File: config.mk
export PLATFORM = sky130hd
export DESIGN_NAME = bnn_layer_engine
export DESIGN_NICKNAME = d
export VERILOG_FILES = /design/src/rtl/bnn_pkg.sv /design/src/rtl/bnn_xnor_popcount.sv /design/src/rtl/bnn_layer_engine.sv
export SDC_FILE = /design/constraint.sdc
export NUM_CORES = 1
export LEC_CHECK = 0
export ABC_AREA = 0
export BUFFER_PORTS_ARGS = -buffer_cell sky130_fd_sc_hd__clkbuf_2
export CORE_MARGIN = 3
export CORE_UTILIZATION = 50
export DETAILED_ROUTE_END_ITERATION = 12
export HOLD_SLACK_MARGIN = 0.06
export PLACE_DENSITY = 0.75
export SLEW_MARGIN = 15
export SYNTH_ARGS = -nofsm -noshare
export SYNTH_HDL_FRONTEND = slang
export SYNTH_HIERARCHICAL = 1
export SYNTH_SLANG_ARGS = --single-unit
File: constraint.sdc
create_clock -name clk -period 3.5 [get_ports clk]
set_input_delay 0.7 -clock clk [delete_from_list [all_inputs] [get_ports clk]]
set_output_delay 0.7 -clock clk [all_outputs]
set_load 0.005 [all_outputs]
File: src/rtl/bnn_pkg.sv
// Shared definitions for the binarised layer engine.
// Holds FSM state encoding, bank select names and default widths.
package bnn_pkg;

    localparam int LANES_DEF = 8;
    localparam int ACC_W_DEF = 12;

    localparam logic [1:0] BANK_L1 = 2'd0;
    localparam logic [1:0] BANK_L2 = 2'd1;
    localparam logic [1:0] BANK_L3 = 2'd2;
    localparam logic [1:0] BANK_L4 = 2'd3;

    typedef enum logic [2:0] {
        ST_IDLE  = 3'd0,
        ST_FETCH = 3'd1,
        ST_DRAIN = 3'd2,
        ST_WRITE = 3'd3,
        ST_DONE  = 3'd4
    } state_t;

endpackage

File: src/rtl/bnn_xnor_popcount.sv
// Combinational LANES-wide XNOR followed by a population count.
// Ports: w_i, x_i (LANES bits) -> cnt_o (number of matching bits).
module bnn_xnor_popcount
    import bnn_pkg::*;
#(
    parameter int LANES = LANES_DEF,
    localparam int PW = $clog2(LANES) + 1
) (
    input  logic [LANES-1:0] w_i,
    input  logic [LANES-1:0] x_i,
    output logic [PW-1:0]    cnt_o
);

    logic [LANES-1:0] match;

    assign match = ~(w_i ^ x_i);

    always_comb begin
        cnt_o = '0;
        for (int i = 0; i < LANES; i++) begin
            cnt_o = cnt_o + PW'(match[i]);
        end
    end

endmodule

File: src/rtl/bnn_layer_engine.sv
// One fully-connected binarised layer per command: XNOR/popcount per neuron,
// then thresholded writeback or running argmax (final mode).
// Ports: clk/rst, start + cfg_* command, busy/done/cfg_err status,
// weight and activation read ports (1-cycle latency), activation bit
// write port, and result_valid/idx/score for final-mode layers.
module bnn_layer_engine
    import bnn_pkg::*;
#(
    parameter int LANES      = LANES_DEF,
    parameter int ACC_W      = ACC_W_DEF,
    parameter int W_ADDR_LEN = 20,
    parameter int X_ADDR_LEN = 10,
    parameter int SEL_LEN    = 2
) (
    input  logic                  clk,
    input  logic                  rst,
    input  logic                  start,
    input  logic [ACC_W-1:0]      cfg_in_len,
    input  logic [ACC_W-1:0]      cfg_out_len,
    input  logic [SEL_LEN-1:0]    cfg_w_sel,
    input  logic [SEL_LEN-1:0]    cfg_x_rd_sel,
    input  logic [SEL_LEN-1:0]    cfg_x_wr_sel,
    input  logic                  cfg_final,
    output logic                  busy,
    output logic                  done,
    output logic                  cfg_err,
    output logic                  w_rd_en,
    output logic [W_ADDR_LEN-1:0] w_addr,
    output logic [SEL_LEN-1:0]    w_sel,
    input  logic [LANES-1:0]      w_data,
    output logic                  x_rd_en,
    output logic [X_ADDR_LEN-1:0] x_rd_addr,
    output logic [SEL_LEN-1:0]    x_rd_sel,
    input  logic [LANES-1:0]      x_data,
    output logic                  x_wr_en,
    output logic [X_ADDR_LEN-1:0] x_wr_addr,
    output logic [SEL_LEN-1:0]    x_wr_sel,
    output logic                  x_wr_data,
    output logic                  result_valid,
    output logic [ACC_W-1:0]      result_idx,
    output logic [ACC_W-1:0]      result_score
);

    localparam int LOG2L = $clog2(LANES);
    localparam int PW    = LOG2L + 1;
    localparam logic [ACC_W-1:0] LMASK = ACC_W'(LANES - 1);

    state_t              state_q, state_d;
    logic [ACC_W-1:0]    in_len_q, in_len_d;
    logic [ACC_W-1:0]    out_len_q, out_len_d;
    logic [ACC_W-1:0]    words_q, words_d;
    logic [SEL_LEN-1:0]  w_sel_q, w_sel_d;
    logic [SEL_LEN-1:0]  xr_sel_q, xr_sel_d;
    logic [SEL_LEN-1:0]  xw_sel_q, xw_sel_d;
    logic                final_q, final_d;
    logic [ACC_W-1:0]    k_q, k_d;
    logic [ACC_W-1:0]    n_q, n_d;
    logic [W_ADDR_LEN-1:0] base_q, base_d;
    logic [ACC_W-1:0]    acc_q, acc_d;
    logic                rd_q, rd_d;
    logic [ACC_W-1:0]    best_idx_q, best_idx_d;
    logic [ACC_W-1:0]    best_sc_q, best_sc_d;
    logic [ACC_W-1:0]    res_idx_q, res_idx_d;
    logic [ACC_W-1:0]    res_sc_q, res_sc_d;
    logic                res_vld_q, res_vld_d;
    logic                err_q, err_d;

    logic [PW-1:0]       pop;
    logic                cfg_bad;
    logic                thr;

    bnn_xnor_popcount #(.LANES(LANES)) u_pop (
        .w_i   (w_data),
        .x_i   (x_data),
        .cnt_o (pop)
    );

    assign cfg_bad = (cfg_in_len == '0) || (cfg_out_len == '0) ||
                     ((cfg_in_len & LMASK) != '0);

    // One extra bit so 2*acc cannot wrap before the compare.
    assign thr = {acc_q, 1'b0} >= {1'b0, in_len_q};

    always_comb begin
        state_d    = state_q;
        in_len_d   = in_len_q;
        out_len_d  = out_len_q;
        words_d    = words_q;
        w_sel_d    = w_sel_q;
        xr_sel_d   = xr_sel_q;
        xw_sel_d   = xw_sel_q;
        final_d    = final_q;
        k_d        = k_q;
        n_d        = n_q;
        base_d     = base_q;
        acc_d      = acc_q;
        rd_d       = 1'b0;
        best_idx_d = best_idx_q;
        best_sc_d  = best_sc_q;
        res_idx_d  = res_idx_q;
        res_sc_d   = res_sc_q;
        res_vld_d  = res_vld_q;
        err_d      = 1'b0;
        w_rd_en    = 1'b0;
        x_rd_en    = 1'b0;
        x_wr_en    = 1'b0;
        done       = 1'b0;

        // Read data returns one cycle after the strobe.
        if (rd_q) begin
            acc_d = acc_q + ACC_W'(pop);
        end

        unique case (state_q)
            ST_IDLE: begin
                if (start) begin
                    if (cfg_bad) begin
                        err_d = 1'b1;
                    end else begin
                        in_len_d  = cfg_in_len;
                        out_len_d = cfg_out_len;
                        words_d   = cfg_in_len >> LOG2L;
                        w_sel_d   = cfg_w_sel;
                        xr_sel_d  = cfg_x_rd_sel;
                        xw_sel_d  = cfg_x_wr_sel;
                        final_d   = cfg_final;
                        k_d       = '0;
                        n_d       = '0;
                        base_d    = '0;
                        acc_d     = '0;
                        res_vld_d = 1'b0;
                        state_d   = ST_FETCH;
                    end
                end
            end
            ST_FETCH: begin
                w_rd_en = 1'b1;
                x_rd_en = 1'b1;
                rd_d    = 1'b1;
                if (k_q == words_q - ACC_W'(1)) begin
                    k_d     = '0;
                    state_d = ST_DRAIN;
                end else begin
                    k_d = k_q + ACC_W'(1);
                end
            end
            ST_DRAIN: begin
                state_d = ST_WRITE;
            end
            ST_WRITE: begin
                x_wr_en = !final_q;
                // Strict > keeps the lower index on ties.
                if (final_q && (n_q == '0 || acc_q > best_sc_q)) begin
                    best_idx_d = n_q;
                    best_sc_d  = acc_q;
                end
                if (n_q == out_len_q - ACC_W'(1)) begin
                    state_d = ST_DONE;
                end else begin
                    n_d     = n_q + ACC_W'(1);
                    base_d  = base_q + W_ADDR_LEN'(words_q);
                    acc_d   = '0;
                    state_d = ST_FETCH;
                end
            end
            ST_DONE: begin
                done = 1'b1;
                if (final_q) begin
                    res_idx_d = best_idx_q;
                    res_sc_d  = best_sc_q;
                    res_vld_d = 1'b1;
                end
                state_d = ST_IDLE;
            end
            default: begin
                state_d = ST_IDLE;
            end
        endcase
    end

    always_ff @(posedge clk or negedge rst) begin
        if (!rst) begin
            state_q    <= ST_IDLE;
            in_len_q   <= '0;
            out_len_q  <= '0;
            words_q    <= '0;
            w_sel_q    <= '0;
            xr_sel_q   <= '0;
            xw_sel_q   <= '0;
            final_q    <= 1'b0;
            k_q        <= '0;
            n_q        <= '0;
            base_q     <= '0;
            acc_q      <= '0;
            rd_q       <= 1'b0;
            best_idx_q <= '0;
            best_sc_q  <= '0;
            res_idx_q  <= '0;
            res_sc_q   <= '0;
            res_vld_q  <= 1'b0;
            err_q      <= 1'b0;
        end else begin
            state_q    <= state_d;
            in_len_q   <= in_len_d;
            out_len_q  <= out_len_d;
            words_q    <= words_d;
            w_sel_q    <= w_sel_d;
            xr_sel_q   <= xr_sel_d;
            xw_sel_q   <= xw_sel_d;
            final_q    <= final_d;
            k_q        <= k_d;
            n_q        <= n_d;
            base_q     <= base_d;
            acc_q      <= acc_d;
            rd_q       <= rd_d;
            best_idx_q <= best_idx_d;
            best_sc_q  <= best_sc_d;
            res_idx_q  <= res_idx_d;
            res_sc_q   <= res_sc_d;
            res_vld_q  <= res_vld_d;
            err_q      <= err_d;
        end
    end

    assign busy         = (state_q != ST_IDLE);
    assign cfg_err      = err_q;
    assign w_addr       = base_q + W_ADDR_LEN'(k_q);
    assign w_sel        = w_sel_q;
    assign x_rd_addr    = X_ADDR_LEN'(k_q);
    assign x_rd_sel     = xr_sel_q;
    assign x_wr_addr    = X_ADDR_LEN'(n_q);
    assign x_wr_sel     = xw_sel_q;
    assign x_wr_data    = x_wr_en & thr;
    assign result_valid = res_vld_q;
    assign result_idx   = res_idx_q;
    assign result_score = res_sc_q;

endmodule

Yosys cells after proc, flatten, opt, wreduce, memory -nomap -nowiden

Index checks and enable logic that the tools add are counted.

Register bits: 150
Bits in latches: 0
Memory bits (writable): 0
ROM bits: 0
Bits of input ports: 50
Output and inout port bits: 78
Logic and storage cells: 101
Memories: 0

$add $sub $neg: 14
Multipliers: 0
Divide/modulo/power cells: 0
Order comparisons: 2
Equality and inequality tests: 11
Shift operators: 0
Muxes and demuxes: 30
Bitwise operators: 4
Reduce and logical (&&, ||, !) cells: 21

Operators with widths:

| operator                                                             | count |
|---|---|
| 12-bit two-way mux                                                   | 8 |
| 12-bit case mux with 2 select lines                                  | 3 |
| 20-bit two-way mux                                                   | 3 |
| 20-bit case mux with 2 select lines                                  | 1 |
| 12-bit logical NOT                                                   | 3 |
| 12-bit by 1-bit adder with 12-bit output, second input constant      | 2 |
| 4-bit by 1-bit adder with 4-bit output                               | 6 |
| 12-bit == test                                                       | 2 |
| 20-bit by 12-bit adder with 20-bit output                            | 1 |
| 20-bit by 9-bit adder with 20-bit output                             | 1 |
| 13-bit by 12-bit greater-or-equal comparator with 1-bit output       | 1 |
| 12-bit by 4-bit adder with 12-bit output                             | 1 |
| 12-bit greater-than comparator                                       | 1 |
| 3-bit two-way mux                                                    | 4 |
| 3-bit case mux with 4 select lines                                   | 1 |
| 12-bit nonzero test                                                  | 1 |
| 12-bit by 1-bit subtractor with 12-bit output, second input constant | 1 |
| 2-bit != test, second input constant                                 | 5 |
| 9-bit by 1-bit subtractor with 10-bit output, second input constant  | 1 |
| 1-bit two-way mux                                                    | 9 |
| 3-bit AND reduction                                                  | 3 |
| 8-bit NOT                                                            | 1 |
| 4-bit AND reduction                                                  | 2 |
| 8-bit XOR                                                            | 1 |
| other kinds (14)                                                     | 20 |

Depth between registers and ports, before layout

Word-level depth: 14
Gate-level depth with buffers: 17
Gate-level depth less buffers: 17

By module

Netlist, hierarchy kept.

Modules (own cells, without submodules):

| module            | times used | cells each | area each (um2) | sequential area each (um2) |
|---|---|---|---|---|
| bnn_layer_engine  | 1          | 871        | 8430.6          | 3528.4 |
| bnn_xnor_popcount | 1          | 25         | 234.0           | 0.0 |

Worst setup path before layout

No wires, ideal clock.

Kind: input to register
From: input port x_data[0]
To: register acc_q[6]
Library setup time: 121 ps
Data arrival time: 4393 ps
Setup slack: -1015 ps
Cell stages on the path: 17
Path buffers: 0
Cells stage by stage: xor2_1 fa_1 fa_1 inv_1 fa_1 ha_1 inv_1 fa_1 inv_1 fa_1 a21o_1 a21oi_1 nor2b_1 and2_1 nand2_1 xor2_1 nor2_1

Cells in the longest elaborated chain, start to end: 14
Elaborated cells on any way between the ends: 15

Ends and longest elaborated chain:

| element                                                | RTL line                | source |
|---|---|---|
| from (decl)                                            | bnn_layer_engine.sv:34  | `input logic [LANES-1:0] x_data,` |
| 8-bit XOR *                                            | bnn_xnor_popcount.sv:16 | `assign match = ~(w_i ^ x_i);` |
| 8-bit NOT *                                            | bnn_xnor_popcount.sv:16 |  |
| 1-bit by 1-bit adder with 2-bit output *               | bnn_xnor_popcount.sv:21 | `cnt_o = cnt_o + PW'(match[i]);` |
| 4-bit by 1-bit adder with 4-bit output * (6 in series) | bnn_xnor_popcount.sv:21 |  |
| via pop[1]                                             | bnn_layer_engine.sv:68  | `logic [PW-1:0] pop;` |
| 12-bit by 4-bit adder with 12-bit output *             | bnn_layer_engine.sv:111 | `acc_d = acc_q + ACC_W'(pop);` |
| 12-bit two-way mux *                                   | bnn_layer_engine.sv:110 | `if (rd_q) begin` |
| 12-bit two-way mux                                     | bnn_layer_engine.sv:117 | `if (cfg_bad) begin` |
| 12-bit two-way mux                                     | bnn_layer_engine.sv:116 | `if (start) begin` |
| 12-bit case mux with 2 select lines *                  | bnn_layer_engine.sv:114 | `unique case (state_q)` |
| via acc_d[6]                                           | bnn_layer_engine.sv:59  | `logic [ACC_W-1:0] acc_q, acc_d;` |
| to (signal assigned)                                   | bnn_layer_engine.sv:194 | `acc_q <= '0;` |
| to (signal assigned)                                   | bnn_layer_engine.sv:214 | `acc_q <= acc_d;` |
| to (decl)                                              | bnn_layer_engine.sv:59  |  |

Mark *: on every way through the listed nets, which the timed path passes. The rest lies on a longest branch.
A chain may end at the register's enable or synchronous reset.

Final worst setup path

From: input port w_data[0]
To: register acc_q[5]

Cells in the longest elaborated chain, start to end: 14
Elaborated cells on any way between the ends: 15

Ends and longest elaborated chain:

| element                                                | RTL line                | source |
|---|---|---|
| from (decl)                                            | bnn_layer_engine.sv:30  | `input logic [LANES-1:0] w_data,` |
| 8-bit XOR *                                            | bnn_xnor_popcount.sv:16 |  |
| 8-bit NOT *                                            | bnn_xnor_popcount.sv:16 |  |
| 1-bit by 1-bit adder with 2-bit output *               | bnn_xnor_popcount.sv:21 |  |
| 4-bit by 1-bit adder with 4-bit output * (6 in series) | bnn_xnor_popcount.sv:21 |  |
| via pop[1]                                             | bnn_layer_engine.sv:68  |  |
| 12-bit by 4-bit adder with 12-bit output *             | bnn_layer_engine.sv:111 |  |
| 12-bit two-way mux *                                   | bnn_layer_engine.sv:110 |  |
| 12-bit two-way mux                                     | bnn_layer_engine.sv:117 |  |
| 12-bit two-way mux                                     | bnn_layer_engine.sv:116 |  |
| 12-bit case mux with 2 select lines *                  | bnn_layer_engine.sv:114 |  |
| via acc_d[5]                                           | bnn_layer_engine.sv:59  |  |

Marks and branches as above.

==> flow_summary_export.csv <==
group,metric,value,unit
global_routing,grt-busiest-layer,"met2",
critical_path,cp-end-kind,"register",
die,die_h,137.6,um
final_layout,multi_input_area,0.004806,mm2
yosys,synth-seq-area-share,0.4072,
placed_design,hpwl,14750,um
clock_tree,clock_latency,0.43,ns
pwr,leakagePower,0.005174,uW
placed_design,gp_congestion,0.8567,
final_layout,regArea,0.003528,mm2
clock_tree,cts_tree,"done",
status,failed_checks,"setup timing",
pwr,power_density,773.7,mW/mm2
timing,worst_slack,-0.6876,ns
route,first_pass_iters,5,
yosys,synth_edf_count,0,
critical_path,timing_worst_setup_path_type,"in2reg",
final_layout,antenna_cells,0,
yosys,synth_top_cell_area_share,0.4072,
timing,fmax,238.8,MHz
final_layout,final_core_util,0.6199,
yosys,synth.largest_area_cell,"dfrtp_1",
global_routing,grt_pass1_wl,33190,um
final_layout,drive_gt1_frac,0.2760,
timing,maxSlewHeadroom,0.5552,
timing,rsz0062_at_grt,"true",
clock_tree,htreeDepth,4,
timing,finalSetupViolCount,11,
timing,tightest_slew,0.6647,ns
global_routing,grt_util_all_layers,0.2210,
die,dieArea,0.01894,mm2
timing,skew,0.009423,ns
final_layout,layout.cells.most_common_list,"141 x dfrtp_1, 121 x clkbuf_2, 102 x nand2_1",
pwr,ir_drop,509.8,uV
global_routing,grt_pass1_vias,6644,
clock_tree,cts.path.max_buffers,2,
yosys,async_flop_share,1.000,
yosys,ys_top_cells_by_area,"dfrtp_1 41%, ha_1 8.1%, mux2_2 5.1%",
die,fp.coreArea,0.01676,mm2
final_layout,area_growth,19.91,%
yosys,synth.avg_cell_area,9.670,um2
placed_design,placed_area,0.009529,mm2
yosys,synth_flop_cell,"dfrtp_1",
critical_path,critPathRequiredTime,3.81,ns
route,ant_nets,0,
final_layout,final_common_cell,"dfrtp_1",
run,drv_cap,0,
die,start_util,0.5170,
clock_tree,cts_sinks,141,
yosys,synth_warnings,6,
critical_path,cp_max_fo,4,
placed_design,port-buffer-count,127,
critical_path,start_kind,"primary input",
die,core.rowCount,47,
route,vias,6839,
timing,period_share,1.196,
placed_design,place_ws,-1.137,ns
clock_tree,cts_buffers,17,
final_layout,num-fill-cells,1429,
final_layout,fin_nets,1140,
critical_path,arrival,4.50,ns
route,drt-initial-drc-count,424,
yosys,syn_nets,1009,
final_layout,fin_area,0.01039,mm2
yosys,synthesis.area,0.008665,mm2
timing,hold_viol,0,
die,die_w,137.6,um
timing,period_needed,4.188,ns
yosys,postSynthCellCount,896,
route,route.detailed.drc,0,
yosys,synth.distinct_cells,70,
global_routing,grt_max_degree,64,
route,wl,20230,um
global_routing,grt-ovfl-total,0,
clock_tree,cts-root-buf,"clkbuf_16",
timing,drv_slew,0,
clock_tree,path_clk_slew,0.06,ns
global_routing,met2_usage,0.3617,
global_routing,grtUsageMet1,0.2959,
die,ioPinCount,128,
global_routing,grtUsageMet3,0.04931,
status,outcome,"finished with violations",
yosys,ys_seq_elements,141,
route,via_per_inst,5.428,
hold_path,hp-class,"in2async",
global_routing,antenna_found_initial,0,
route,routedWlPerCell,16.05,um
## final cells by class
cell class,count,share of cell area
multi-input combinational,649,0.4625
sequential,141,0.3396
timing repair buffer,165,0.09369
clock buffer,17,0.04094
tap,220,0.02649
inverter,53,0.01915
clock inverter,15,0.01758
## state kept, by name, indices dropped and copies added (netlist names), 2 cells and up
register	count
base_q	20
x_wr_sel	2
result_idx	12
k_q	12
best_idx_q	12
x_rd_sel	2
out_len_q	12
acc_q	12
result_score	12
state_q	3
w_sel	2
best_sc_q	12
in_len_q	12
n_q	12
## logic make-up after synthesis
group	count (synthesis)	synth area share
compound gates	152	0.1187
xor+xnor	84	0.08491
fa+ha+maj	64	0.09819
buf+inv	106	0.05689
flops	141	0.4072
mux	46	0.05877
simple gates	303	0.1753
## final timing paths
kind	from	endpoint	depth (start not counted)	slack (ns)
worst max-delay path	w_data[0]	acc_q[5]$_DFF_PN0_	18	-0.69
worst min-delay path	rst	w_sel[1]$_DFFE_PN0P_	1	0.23
worst max register to register	base_q[0]$_DFFE_PN0P_	base_q[14]$_DFFE_PN0P_	13	0.29
worst min register to register	x_wr_sel[0]$_DFFE_PN0P_	x_wr_sel[0]$_DFFE_PN0P_	2	0.48
max in group asynchronous	rst	result_score[3]$_DFFE_PN0P_	2	2.52
min in group clk	cfg_x_rd_sel[0]	x_rd_sel[0]$_DFFE_PN0P_	3	0.47
## metal layers
metal,share of wire,routed length (um)
met5,0,0
met4,0.011,218
met3,0.046,928
met2,0.48,9772
met1,0.46,9310
## metrics by stage
| stage | power, uW | hold WS (ns) | instances | TNS (ns) |
|---|---|---|---|---|
| final | 8038 | 0.2329 | 1260 | -5.880 |
| after global routing | 8670 | 0.2567 | 1260 | -7.636 |
| after CTS | 8017 | 0.2368 | 1253 | -5.885 |
| after detailed placement | 5999 | 0.4693 | 1214 | -10.60 |
| after global placement | 5870 | 0.4570 | 1214 | -9.817 |
| after floorplan | 4988 | 0.4044 | 896 | -7.438 |
## critical path: stages
cell and delay, ns:
buf_6 0.09, xor2_2 0.17, fa_1 0.49, fa_1 0.51, inv_2 0.04, fa_1 0.48
ha_2 0.18, inv_2 0.04, fa_1 0.50, inv_2 0.06, ha_4 0.20, a21o_1 0.18
a21oi_2 0.16, nor2b_1 0.07, o211a_1 0.28, buf_4 0.17, xnor2_1 0.14, nor2_1 0.05
## where the power goes
| part | internal (uW) | switching [uW] | total (uW) |
|---|---|---|---|
| clock | 1130 | 732 | 1860 |
| sequential | 2060 | 597 | 2660 |
| combinational | 1690 | 1830 | 3520 |
| total | 4880 | 3160 | 8040 |
## cells in the mapped netlist, types with 18 or more instances
master	count
nor3_1	23
xor2_1	35
clkbuf_1	22
xnor2_1	49
buf_4	22
ha_1	56
nand3_1	27
and3_1	21
nand4_1	18
dfrtp_1	141
nand2_1	103
a21oi_1	28
nor2_1	51
inv_1	53
mux2_2	39
o21ai_0	38
## what timing repair did
action,in CTS,in global routing
pin swaps,15,14
endpoints found under the setup margin,19,19
gates resized for setup,23,16
setup buffers,7,10
hold buffers,0,0
Power figures use the tool's default switching activity.
